==> src/rtl/pipeline_pkg.sv <==
`default_nettype none
// ============================================================================
//  Module      : pipeline_pkg
//  Description : Shared pipeline definitions: hazard-FSM state encoding and
//                the hard-wired zero register index.
//  Revision    : 1.0  initial release
// ============================================================================
package pipeline_pkg;

    // Hazard controller state; RUN must encode as 0 so reset lands in RUN.
    typedef enum logic [0:0] {
        RUN      = 1'b0,
        MEM_WAIT = 1'b1
    } state_t;

    // x0 is hard-wired to zero, so a write to it never creates a dependency.
    localparam logic [4:0] REG_ZERO = 5'd0;

endpackage : pipeline_pkg
`default_nettype wire

==> src/rtl/hazard_controller_if.sv <==
`default_nettype none
// ============================================================================
//  Module      : hazard_controller_if
//  Description : Bundle between the pipeline datapath and the hazard
//                controller.
//  Ports (slave = hazard controller view):
//    in : MemRead_IDEX_i, rd_IDEX_i, rs1_IFID_i, rs2_IFID_i, use_rs1_i,
//         use_rs2_i, branch_taken_i, dmem_req_i, dmem_ready_i
//    out: PCWrite_o, IFIDWrite_o, IDEXWrite_o, EXMEWrite_o, MEWBWrite_o,
//         IFID_flush_o, IDEX_flush_o, stall_cnt_o[CNT_W], mem_timeout_o
//  Revision    : 1.0  initial release
// ============================================================================
interface hazard_controller_if #(
    parameter int CNT_W = 16
);
    logic             MemRead_IDEX_i;
    logic [4:0]       rd_IDEX_i;
    logic [4:0]       rs1_IFID_i;
    logic [4:0]       rs2_IFID_i;
    logic             use_rs1_i;
    logic             use_rs2_i;
    logic             branch_taken_i;
    logic             dmem_req_i;
    logic             dmem_ready_i;

    logic             PCWrite_o;
    logic             IFIDWrite_o;
    logic             IDEXWrite_o;
    logic             EXMEWrite_o;
    logic             MEWBWrite_o;
    logic             IFID_flush_o;
    logic             IDEX_flush_o;
    logic [CNT_W-1:0] stall_cnt_o;
    logic             mem_timeout_o;

    // Pipeline side: drives the hazard inputs, consumes the controls.
    modport master (
        output MemRead_IDEX_i, rd_IDEX_i, rs1_IFID_i, rs2_IFID_i,
               use_rs1_i, use_rs2_i, branch_taken_i, dmem_req_i, dmem_ready_i,
        input  PCWrite_o, IFIDWrite_o, IDEXWrite_o, EXMEWrite_o, MEWBWrite_o,
               IFID_flush_o, IDEX_flush_o, stall_cnt_o, mem_timeout_o
    );

    // Hazard controller side.
    modport slave (
        input  MemRead_IDEX_i, rd_IDEX_i, rs1_IFID_i, rs2_IFID_i,
               use_rs1_i, use_rs2_i, branch_taken_i, dmem_req_i, dmem_ready_i,
        output PCWrite_o, IFIDWrite_o, IDEXWrite_o, EXMEWrite_o, MEWBWrite_o,
               IFID_flush_o, IDEX_flush_o, stall_cnt_o, mem_timeout_o
    );
endinterface : hazard_controller_if
`default_nettype wire

==> src/rtl/sat_counter.sv <==
`default_nettype none
// ============================================================================
//  Module      : sat_counter
//  Description : Up-counter that sticks at all-ones instead of wrapping.
//  Ports       : clk, rst_n (async, active-low), inc_i, clear_i,
//                count_o[WIDTH]
//  Revision    : 1.0  initial release
// ============================================================================
module sat_counter #(
    parameter int WIDTH = 16
) (
    input  wire logic             clk,
    input  wire logic             rst_n,
    input  wire logic             inc_i,
    input  wire logic             clear_i,
    output logic      [WIDTH-1:0] count_o
);
    logic [WIDTH-1:0] count_q;
    logic [WIDTH-1:0] count_d;

    always_comb begin
        count_d = count_q;
        if (clear_i) begin
            count_d = '0;
        end else if (inc_i && (count_q != {WIDTH{1'b1}})) begin
            count_d = count_q + 1'b1;
        end
    end

    always_ff @(posedge clk or negedge rst_n) begin
        if (!rst_n) begin
            count_q <= '0;
        end else begin
            count_q <= count_d;
        end
    end

    assign count_o = count_q;
endmodule : sat_counter
`default_nettype wire

==> src/rtl/hazard_controller.sv <==
`default_nettype none
// ============================================================================
//  Module      : hazard_controller
//  Description : Pipeline hazard unit. Freezes all stages while data memory
//                is busy, flushes IF/ID and ID/EX on a taken branch, inserts
//                a one-cycle bubble on a load-use dependency, counts stall
//                cycles and flags an over-long memory wait.
//  Ports       : clk, rst_n (async, active-low), hz (hazard_controller_if
//                slave: hazard inputs in, stage enables/flushes/status out)
//  Revision    : 1.0  initial release
// ============================================================================
module hazard_controller
    import pipeline_pkg::*;
#(
    parameter int TIMEOUT_CYC = 255,
    parameter int CNT_W       = 16
) (
    input  wire logic          clk,
    input  wire logic          rst_n,
    hazard_controller_if.slave hz
);
    localparam int              WAIT_W      = (TIMEOUT_CYC < 1) ? 1 : $clog2(TIMEOUT_CYC + 1);
    localparam logic [WAIT_W-1:0] TIMEOUT_LIM = WAIT_W'(TIMEOUT_CYC);

    state_t            state_q, state_d;
    logic [WAIT_W-1:0] wait_q,  wait_d;
    logic              timeout_q, timeout_d;

    logic       w_mem_busy;
    logic       w_mem_stall;
    logic       w_load_use;
    logic       w_pc_we;
    logic       w_ifid_we;
    logic       w_back_we;      // ID/EX, EX/MEM and MEM/WB move together
    logic       w_ifid_flush;
    logic       w_idex_flush;
    logic [CNT_W-1:0] w_stall_cnt;

    assign w_mem_busy = hz.dmem_req_i && !hz.dmem_ready_i;
    // Once waiting, only dmem_ready_i releases the pipeline.
    assign w_mem_stall = w_mem_busy || ((state_q == MEM_WAIT) && !hz.dmem_ready_i);

    assign w_load_use = hz.MemRead_IDEX_i && (hz.rd_IDEX_i != REG_ZERO) &&
                        ((hz.use_rs1_i && (hz.rs1_IFID_i == hz.rd_IDEX_i)) ||
                         (hz.use_rs2_i && (hz.rs2_IFID_i == hz.rd_IDEX_i)));

    always_comb begin
        state_d      = RUN;
        wait_d       = '0;
        timeout_d    = timeout_q;
        w_pc_we      = 1'b1;
        w_ifid_we    = 1'b1;
        w_back_we    = 1'b1;
        w_ifid_flush = 1'b0;
        w_idex_flush = 1'b0;

        if (w_mem_stall) begin
            w_pc_we   = 1'b0;
            w_ifid_we = 1'b0;
            w_back_we = 1'b0;
            state_d   = MEM_WAIT;
            // Entry cycle from RUN is not a wait cycle; the count starts at 0.
            if (state_q == MEM_WAIT) begin
                wait_d = (wait_q == TIMEOUT_LIM) ? wait_q : wait_q + 1'b1;
                if (wait_d == TIMEOUT_LIM) begin
                    timeout_d = 1'b1;
                end
            end
        end else if (hz.branch_taken_i) begin
            w_ifid_flush = 1'b1;
            w_idex_flush = 1'b1;
        end else if (w_load_use) begin
            w_pc_we      = 1'b0;
            w_ifid_we    = 1'b0;
            w_idex_flush = 1'b1;
        end
    end

    always_ff @(posedge clk or negedge rst_n) begin
        if (!rst_n) begin
            state_q   <= RUN;
            wait_q    <= '0;
            timeout_q <= 1'b0;
        end else begin
            state_q   <= state_d;
            wait_q    <= wait_d;
            timeout_q <= timeout_d;
        end
    end

    // Ungated enable drives the counter; its flop is held by reset anyway.
    sat_counter #(
        .WIDTH (CNT_W)
    ) u_stall_cnt (
        .clk     (clk),
        .rst_n   (rst_n),
        .inc_i   (!w_pc_we),
        .clear_i (1'b0),
        .count_o (w_stall_cnt)
    );

    // Outputs forced low for the whole time reset is asserted.
    assign hz.PCWrite_o     = rst_n && w_pc_we;
    assign hz.IFIDWrite_o   = rst_n && w_ifid_we;
    assign hz.IDEXWrite_o   = rst_n && w_back_we;
    assign hz.EXMEWrite_o   = rst_n && w_back_we;
    assign hz.MEWBWrite_o   = rst_n && w_back_we;
    assign hz.IFID_flush_o  = rst_n && w_ifid_flush;
    assign hz.IDEX_flush_o  = rst_n && w_idex_flush;
    assign hz.stall_cnt_o   = w_stall_cnt;
    assign hz.mem_timeout_o = timeout_q;
endmodule : hazard_controller
`default_nettype wire

==> src/flat_wrapper.sv <==
// flat-port wrapper written by rule: the top's interface ports become plain ports
module hazard_controller_flat import pipeline_pkg::*;
#(
    parameter int TIMEOUT_CYC = 255,
    parameter int CNT_W       = 16
)
  (clk, rst_n, hz_MemRead_IDEX_i, hz_rd_IDEX_i, hz_rs1_IFID_i, hz_rs2_IFID_i, hz_use_rs1_i, hz_use_rs2_i, hz_branch_taken_i, hz_dmem_req_i, hz_dmem_ready_i, hz_PCWrite_o, hz_IFIDWrite_o, hz_IDEXWrite_o, hz_EXMEWrite_o, hz_MEWBWrite_o, hz_IFID_flush_o, hz_IDEX_flush_o, hz_stall_cnt_o, hz_mem_timeout_o);
  hazard_controller_if #(.CNT_W(CNT_W)) hz_i ();
  input  wire logic clk;
  input  wire logic rst_n;
  input wire logic [$bits(hz_i.MemRead_IDEX_i)-1:0] hz_MemRead_IDEX_i;
  input wire logic [$bits(hz_i.rd_IDEX_i)-1:0] hz_rd_IDEX_i;
  input wire logic [$bits(hz_i.rs1_IFID_i)-1:0] hz_rs1_IFID_i;
  input wire logic [$bits(hz_i.rs2_IFID_i)-1:0] hz_rs2_IFID_i;
  input wire logic [$bits(hz_i.use_rs1_i)-1:0] hz_use_rs1_i;
  input wire logic [$bits(hz_i.use_rs2_i)-1:0] hz_use_rs2_i;
  input wire logic [$bits(hz_i.branch_taken_i)-1:0] hz_branch_taken_i;
  input wire logic [$bits(hz_i.dmem_req_i)-1:0] hz_dmem_req_i;
  input wire logic [$bits(hz_i.dmem_ready_i)-1:0] hz_dmem_ready_i;
  output wire logic [$bits(hz_i.PCWrite_o)-1:0] hz_PCWrite_o;
  output wire logic [$bits(hz_i.IFIDWrite_o)-1:0] hz_IFIDWrite_o;
  output wire logic [$bits(hz_i.IDEXWrite_o)-1:0] hz_IDEXWrite_o;
  output wire logic [$bits(hz_i.EXMEWrite_o)-1:0] hz_EXMEWrite_o;
  output wire logic [$bits(hz_i.MEWBWrite_o)-1:0] hz_MEWBWrite_o;
  output wire logic [$bits(hz_i.IFID_flush_o)-1:0] hz_IFID_flush_o;
  output wire logic [$bits(hz_i.IDEX_flush_o)-1:0] hz_IDEX_flush_o;
  output wire logic [$bits(hz_i.stall_cnt_o)-1:0] hz_stall_cnt_o;
  output wire logic [$bits(hz_i.mem_timeout_o)-1:0] hz_mem_timeout_o;
  assign hz_i.MemRead_IDEX_i = hz_MemRead_IDEX_i;
  assign hz_i.rd_IDEX_i = hz_rd_IDEX_i;
  assign hz_i.rs1_IFID_i = hz_rs1_IFID_i;
  assign hz_i.rs2_IFID_i = hz_rs2_IFID_i;
  assign hz_i.use_rs1_i = hz_use_rs1_i;
  assign hz_i.use_rs2_i = hz_use_rs2_i;
  assign hz_i.branch_taken_i = hz_branch_taken_i;
  assign hz_i.dmem_req_i = hz_dmem_req_i;
  assign hz_i.dmem_ready_i = hz_dmem_ready_i;
  assign hz_PCWrite_o = hz_i.PCWrite_o;
  assign hz_IFIDWrite_o = hz_i.IFIDWrite_o;
  assign hz_IDEXWrite_o = hz_i.IDEXWrite_o;
  assign hz_EXMEWrite_o = hz_i.EXMEWrite_o;
  assign hz_MEWBWrite_o = hz_i.MEWBWrite_o;
  assign hz_IFID_flush_o = hz_i.IFID_flush_o;
  assign hz_IDEX_flush_o = hz_i.IDEX_flush_o;
  assign hz_stall_cnt_o = hz_i.stall_cnt_o;
  assign hz_mem_timeout_o = hz_i.mem_timeout_o;
  hazard_controller #(.TIMEOUT_CYC(TIMEOUT_CYC), .CNT_W(CNT_W)) u_core (.clk(clk), .rst_n(rst_n), .hz(hz_i));
endmodule
==> config.mk <==
export PLATFORM = sky130hd
export DESIGN_NAME = hazard_controller_flat
export DESIGN_NICKNAME = d
export VERILOG_FILES = /design/src/rtl/pipeline_pkg.sv /design/src/rtl/hazard_controller_if.sv /design/src/rtl/sat_counter.sv /design/src/rtl/hazard_controller.sv /design/src/flat_wrapper.sv
export SDC_FILE = /design/constraint.sdc
export NUM_CORES = 1
export LEC_CHECK = 0
export CAP_MARGIN = 15
export CELL_PAD_IN_SITES_DETAIL_PLACEMENT = 1
export CELL_PAD_IN_SITES_GLOBAL_PLACEMENT = 2
export CORE_MARGIN = 5
export CORE_UTILIZATION = 37
export DETAILED_ROUTE_END_ITERATION = 8
export DONT_BUFFER_PORTS = 1
export PLACE_DENSITY = 0.81
export SLEW_MARGIN = 10
export SYNTH_ARGS = -nofsm -noshare
export SYNTH_HDL_FRONTEND = slang
export SYNTH_SLANG_ARGS = --single-unit
==> constraint.sdc <==
create_clock -name clk -period 2.2 [get_ports clk]
set_clock_uncertainty 0.05 [all_clocks]
set_input_delay 0.33 -clock clk [delete_from_list [all_inputs] [get_ports clk]]
set_output_delay 0.33 -clock clk [all_outputs]
set_load 0.02 [all_outputs]
* Yosys cells after proc, flatten, opt, wreduce, memory -nomap -nowiden
Cells that the tools add are included.
** Operators by class
- Muxes and demuxes :: 13
- Add/sub/neg operators :: 2
- Reductions and logical operators :: 17
- Eq/ne operators :: 5
** Operator list (number)
- 2-to-1 mux 8 bit :: 3
- adder 16 x 1 -> 16 bit, second input constant :: 1
- equality test 8 bit, second input constant :: 2
- != test 16 bit, second input constant :: 1
- logical AND 1 bit :: 11
- equality test 5 bit :: 2
- 2-to-1 mux 1 bit :: 10
- adder 8 x 1 -> 8 bit, second input constant :: 1
- nonzero test 5 bit :: 1
- AND reduction 3 bit :: 1
- logical NOT 1 bit :: 2
- logical OR 1 bit :: 2
** Word-level totals
- Word-level logic and storage cells :: 41
- Output and inout bits :: 24
- Register bits after elaboration :: 26
- Input bits :: 23

* Depth between registers and ports, before layout
- Depth in word-level cells :: 9
- Gate-level depth with buffers :: 8
- Gate-level depth less buffers :: 7

* Modules after synthesis
From an unflattened synthesis, not the netlist that was laid out.
** Second synthesis, totals
- Cell total of the unflattened synthesis :: 178
- Area total of the unflattened synthesis :: 1645.3 sq um
** Modules (own cells, without submodules)
- sat_counter :: instances 1, cells an instance 98, area each 942.2 sq um, seq. area each 400.4 sq um
- hazard_controller :: instances 1, cells an instance 80, area each 703.2 sq um, seq. area each 250.2 sq um

* Worst setup path before layout
Ideal clock, no wire load.
- Kind :: register -> register
- From :: register u_core.wait_q[0]
- To :: register u_core.timeout_q, in the netlist u_core.hz.mem_timeout_o
- Required time :: 2.084 ns
- Arrival time :: 1.748 ns
- Clock period less this slack :: 1.865 ns
- Stages on the path, launching flop included :: 9
- Setup time :: 0.066 ns
- Setup slack :: 0.335 ns
- Path buffers :: 1
- Cells stage by stage :: dfrtp_1 -> ha_1 -> nand3_1 -> or2_1 -> buf_6 -> nand3_2 -> xor2_1 -> nor4b_1 -> a41o_1
** On the way
- Longest elaborated chain between the ends :: 4
- Elaborated cells on any way between the ends :: 5
- Those cells by class :: add/sub (1); eq/ne (2); mux (1); reduce/logical (1)
** RTL lines
- from (decl) :: line hazard_controller.sv:26 : logic [WAIT_W-1:0] wait_q, wait_d;
- from (signal assigned) :: line hazard_controller.sv:86 : wait_q <= wait_d;
- adder 8 x 1 -> 8 bit or equality test 8 bit (tied branches) :: line hazard_controller.sv:64 : wait_d = (wait_q == TIMEOUT_LIM) ? wait_q : wait_q + 1'b1;
- 2-to-1 mux 8 bit (*) :: line hazard_controller.sv:64
- equality test 8 bit (*) :: line hazard_controller.sv:65 : if (wait_d == TIMEOUT_LIM) begin
- AND reduction 3 bit (no source line) (*)
- to (signal assigned) :: line hazard_controller.sv:87 : timeout_q <= timeout_d;
- to (decl) :: line hazard_controller.sv:27 : logic timeout_q, timeout_d;
Every way passes the cells marked *; elsewhere a longest branch is shown, timed or not.
A chain may end at the register's enable or synchronous reset.

* Worst setup path after layout
Ends and elaborated chain as after synthesis.

==> impl_metrics.py <==
metrics = {
    "drt": {
        "via_per_inst": 5.48,
        "vias": 1227,
        "drt_wl_total_um": 3820,
        "routedWlPerCell_um": 17.1,
        "drcViolationCount": 0,
        "detail_route.first_pass.iterations": 4,
        "drtIter0Drc": 51,
        "postRouteAntennaNets": 0,
    },
    "critical_path": {
        "timing.reg2reg.setup_slack_ns": 0.14,
        "reg2reg_depth": 7,
        "startpoint": "u_core.wait_q[0]$_DFF_PN0_",
        "critPathArrivalTime_ns": 2.23,
        "path_class": "flop to flop",
        "start_kind": "flop",
        "cp_data_required_time_ns": 2.37,
        "path_max_fanout": 8,
        "r2r-end": "u_core.hz.mem_timeout_o$_DFFE_PN0P_",
        "end_kind": "flop",
        "timing.rr.start": "u_core.wait_q[0]$_DFF_PN0_",
        "cp-endpoint": "u_core.hz.mem_timeout_o$_DFFE_PN0P_",
    },
    "yosys": {
        "yosysTopAreaCellShare_pct": 41.8,
        "ys_top_cells_by_area": "dfrtp_1 42%, xnor2_1 15%, nand3_1 5.1%, nand3_2 5.1%, and3_1 4.0%",
        "yosysTopAreaCell": "dfrtp_1",
        "ys_ff_latch": 26,
        "ys_seq_area_share_pct": 41.8,
        "synth_cells": 164,
        "synth_warnings": 0,
        "synth_fp_nets": 189,
        "synth_area_sq_um": 1560,
        "async_flop_share_pct": 100,
        "yosys.cell_types.count": 33,
        "yosys_most_used_dff": "dfrtp_1",
        "synth.avg_cell_area_sq_um": 9.50,
        "synth_edf_count": 0,
    },
    "worst_hold_path": {
        "hp-class": "input pin to flop",
    },
    "final_layout": {
        "drive_above_1_share_pct": 17.8,
        "area_delta_synth_final_pct": 12.4,
        "fin_area_sq_um": 1750,
        "multi_input_area_sq_um": 823,
        "antenna_cells": 0,
        "final_util_pct": 43.4,
        "nNetsFinal": 200,
        "fill_cells": 479,
        "seqCellArea_sq_um": 651,
    },
    "pwr": {
        "p_per_area_nw_per_um2": 755,
        "peakVddDrop_v": 0.000537,
        "power_uw": 1320,
        "leakagePower_uw": 0.000729,
    },
    "clock_tree": {
        "cts_max_level": 1,
        "root_buffer": "clkbuf_8",
        "clk_latency_ns": 0.27,
        "clkTransAtPathRegs_ns": 0.09,
        "clock_sinks": 26,
        "cts_buffers": 3,
        "clock_path_buffers": 2,
        "cts_tree": "built",
    },
    "sta": {
        "min_period_over_period_pct": 93.8,
        "max_freq_mhz": 485,
        "max_slew_margin_pct": 65.8,
        "finalHoldViolCount": 0,
        "setup_viol": 0,
        "rsz0062_at_grt": "false",
        "finalWorstSetupSlack_ns": 0.137,
        "drv_slew": 0,
        "worstMarginPinSlew_ns": 0.512,
        "fin_tns_setup_ns": 0,
        "min_period_ns": 2.06,
    },
    "die": {
        "core_sq_um": 4030,
        "fp-row-count": 23,
        "ioPinCount": 47,
        "initial_core_util_pct": 38.7,
        "fp.dieH_um": 74.9,
        "die_area_sq_um": 5610,
        "die_w_um": 74.9,
    },
    "global_route": {
        "grt_max_degree": 27,
        "antenna_found_initial": 0,
        "grt_pass1_vias": 1370,
        "grt_pass1_wl_um": 6420,
        "track_usage_pct": 14.8,
        "grt_overflow_total": 0,
    },
    "place": {
        "routabilityCongestion": 0.737,
        "place_hpwl_um": 2970,
        "port_buffers": 0,
        "place_ws_ns": 0.122,
        "placed_cell_area_sq_um": 1650,
    },
    "run": {
        "cap_violations": 0,
    },
    "status": {
        "status": "finished clean",
    },
}
[synthesized netlist by cell type, drive strengths merged (2+ instances only)]
master	n
dfrtp	26
xnor2	26
nand3	24
nor2	14
nand2	12
and3	10
buf	7
nand4	7
inv	6
nor3	5
o21ai	5
a21oi	4
a41o	2
ha	2
xor2	2
[report_power, final]
part,leakage [uW],switching (uW),internal [uW]
sequential,0.000351,75.5,532
clock,0.0000357,153,243
combinational,0.000343,183,135
[final cells by class]
type                            instances  area share (%)
Timing Repair Buffer                   14            6.86
Inverter                                6            1.29
Sequential cell                        26            37.2
Clock buffer                            3            2.36
Multi-Input combinational cell        124            47.0
Clock inverter                          1            1.72
Tap cell                               50            3.57
[cells by family (layout without fill, tap and decap cells)]
| kind of cell | after synthesis | in the layout | share of synthesized area [%] |
|---|---|---|---|
| buffers and inverters | 14 | 24 | 5.54 |
| AOI/OAI and AO/OA | 16 | 16 | 6.59 |
| muxes | 1 | 1 | 0.723 |
| xor gates and xnor gates | 28 | 28 | 15.7 |
| adders and majority gates | 2 | 2 | 1.61 |
| and+or+nand+nor | 77 | 77 | 28.0 |
| DFF | 26 | 26 | 41.8 |
[registers in the layout (all words and copies together) (netlist names)]
name	cells
u_core.u_stall_cnt.count_o	16
u_core.state_q	1
u_core.wait_q	8
u_core.hz.mem_timeout_o	1
[worst max-delay path, cell delays in order, from the launching register on]
cell	delay, ns
dfrtp_1	0.47
ha_2	0.28
nand3_1	0.11
or2_1	0.36
nand3_2	0.12
xor2_1	0.08
nor4b_1	0.33
a41o_1	0.21
[cell usage in the layout (no fill, tap or decap), types with 6 or more instances in the layout]
cell type	n
xnor2_1	26
dfrtp_1	26
nand3_1	16
nor2_1	14
nand2_1	12
buf_4	12
and3_1	10
nand3_2	8
inv_1	6
nand4_1	6
[repair_timing]
item,CTS,global route
buffers inserted,0,0
hold endpoints to repair,26,0
hold buffers,2,0
endpoints found under the setup margin,0,1
gates resized for setup,0,1
[worst min-delay path by stage]
stage,start,slack (ns),cells past startpoint,to
after global routing,hz_dmem_req_i,0.18,2,u_core.state_q$_DFF_PN0_
after CTS,hz_dmem_req_i,0.17,2,u_core.state_q$_DFF_PN0_
final,hz_dmem_req_i,0.18,2,u_core.state_q$_DFF_PN0_
after detailed placement,rst_n,-0.01,0,u_core.u_stall_cnt.count_o[12]$_DFFE_PN0P_
after floorplan,rst_n,-0.02,0,u_core.hz.mem_timeout_o$_DFFE_PN0P_
after global placement,rst_n,-0.01,0,u_core.u_stall_cnt.count_o[12]$_DFFE_PN0P_
[per-stage QoR]
stage          cells  hold slack, ns
3_3_place_gp     218         -0.0148
6_report         224           0.180
3_5_place_dp     218         -0.0149
4_1_cts          224           0.172
2_1_floorplan    164         -0.0156
5_1_grt          224           0.182
[routing by layer]
metal | global-route usage [%] | up-vias | wire length [um]
met5 | 0 | - | 0
li1 | - | 587 | -
met2 | 27.3 | 22 | 2070
met3 | 5.07 | 4 | 227
met4 | 2.77 | 0 | 40
met1 | 16.7 | 614 | 1480
(Power assumes the default switching activity.)
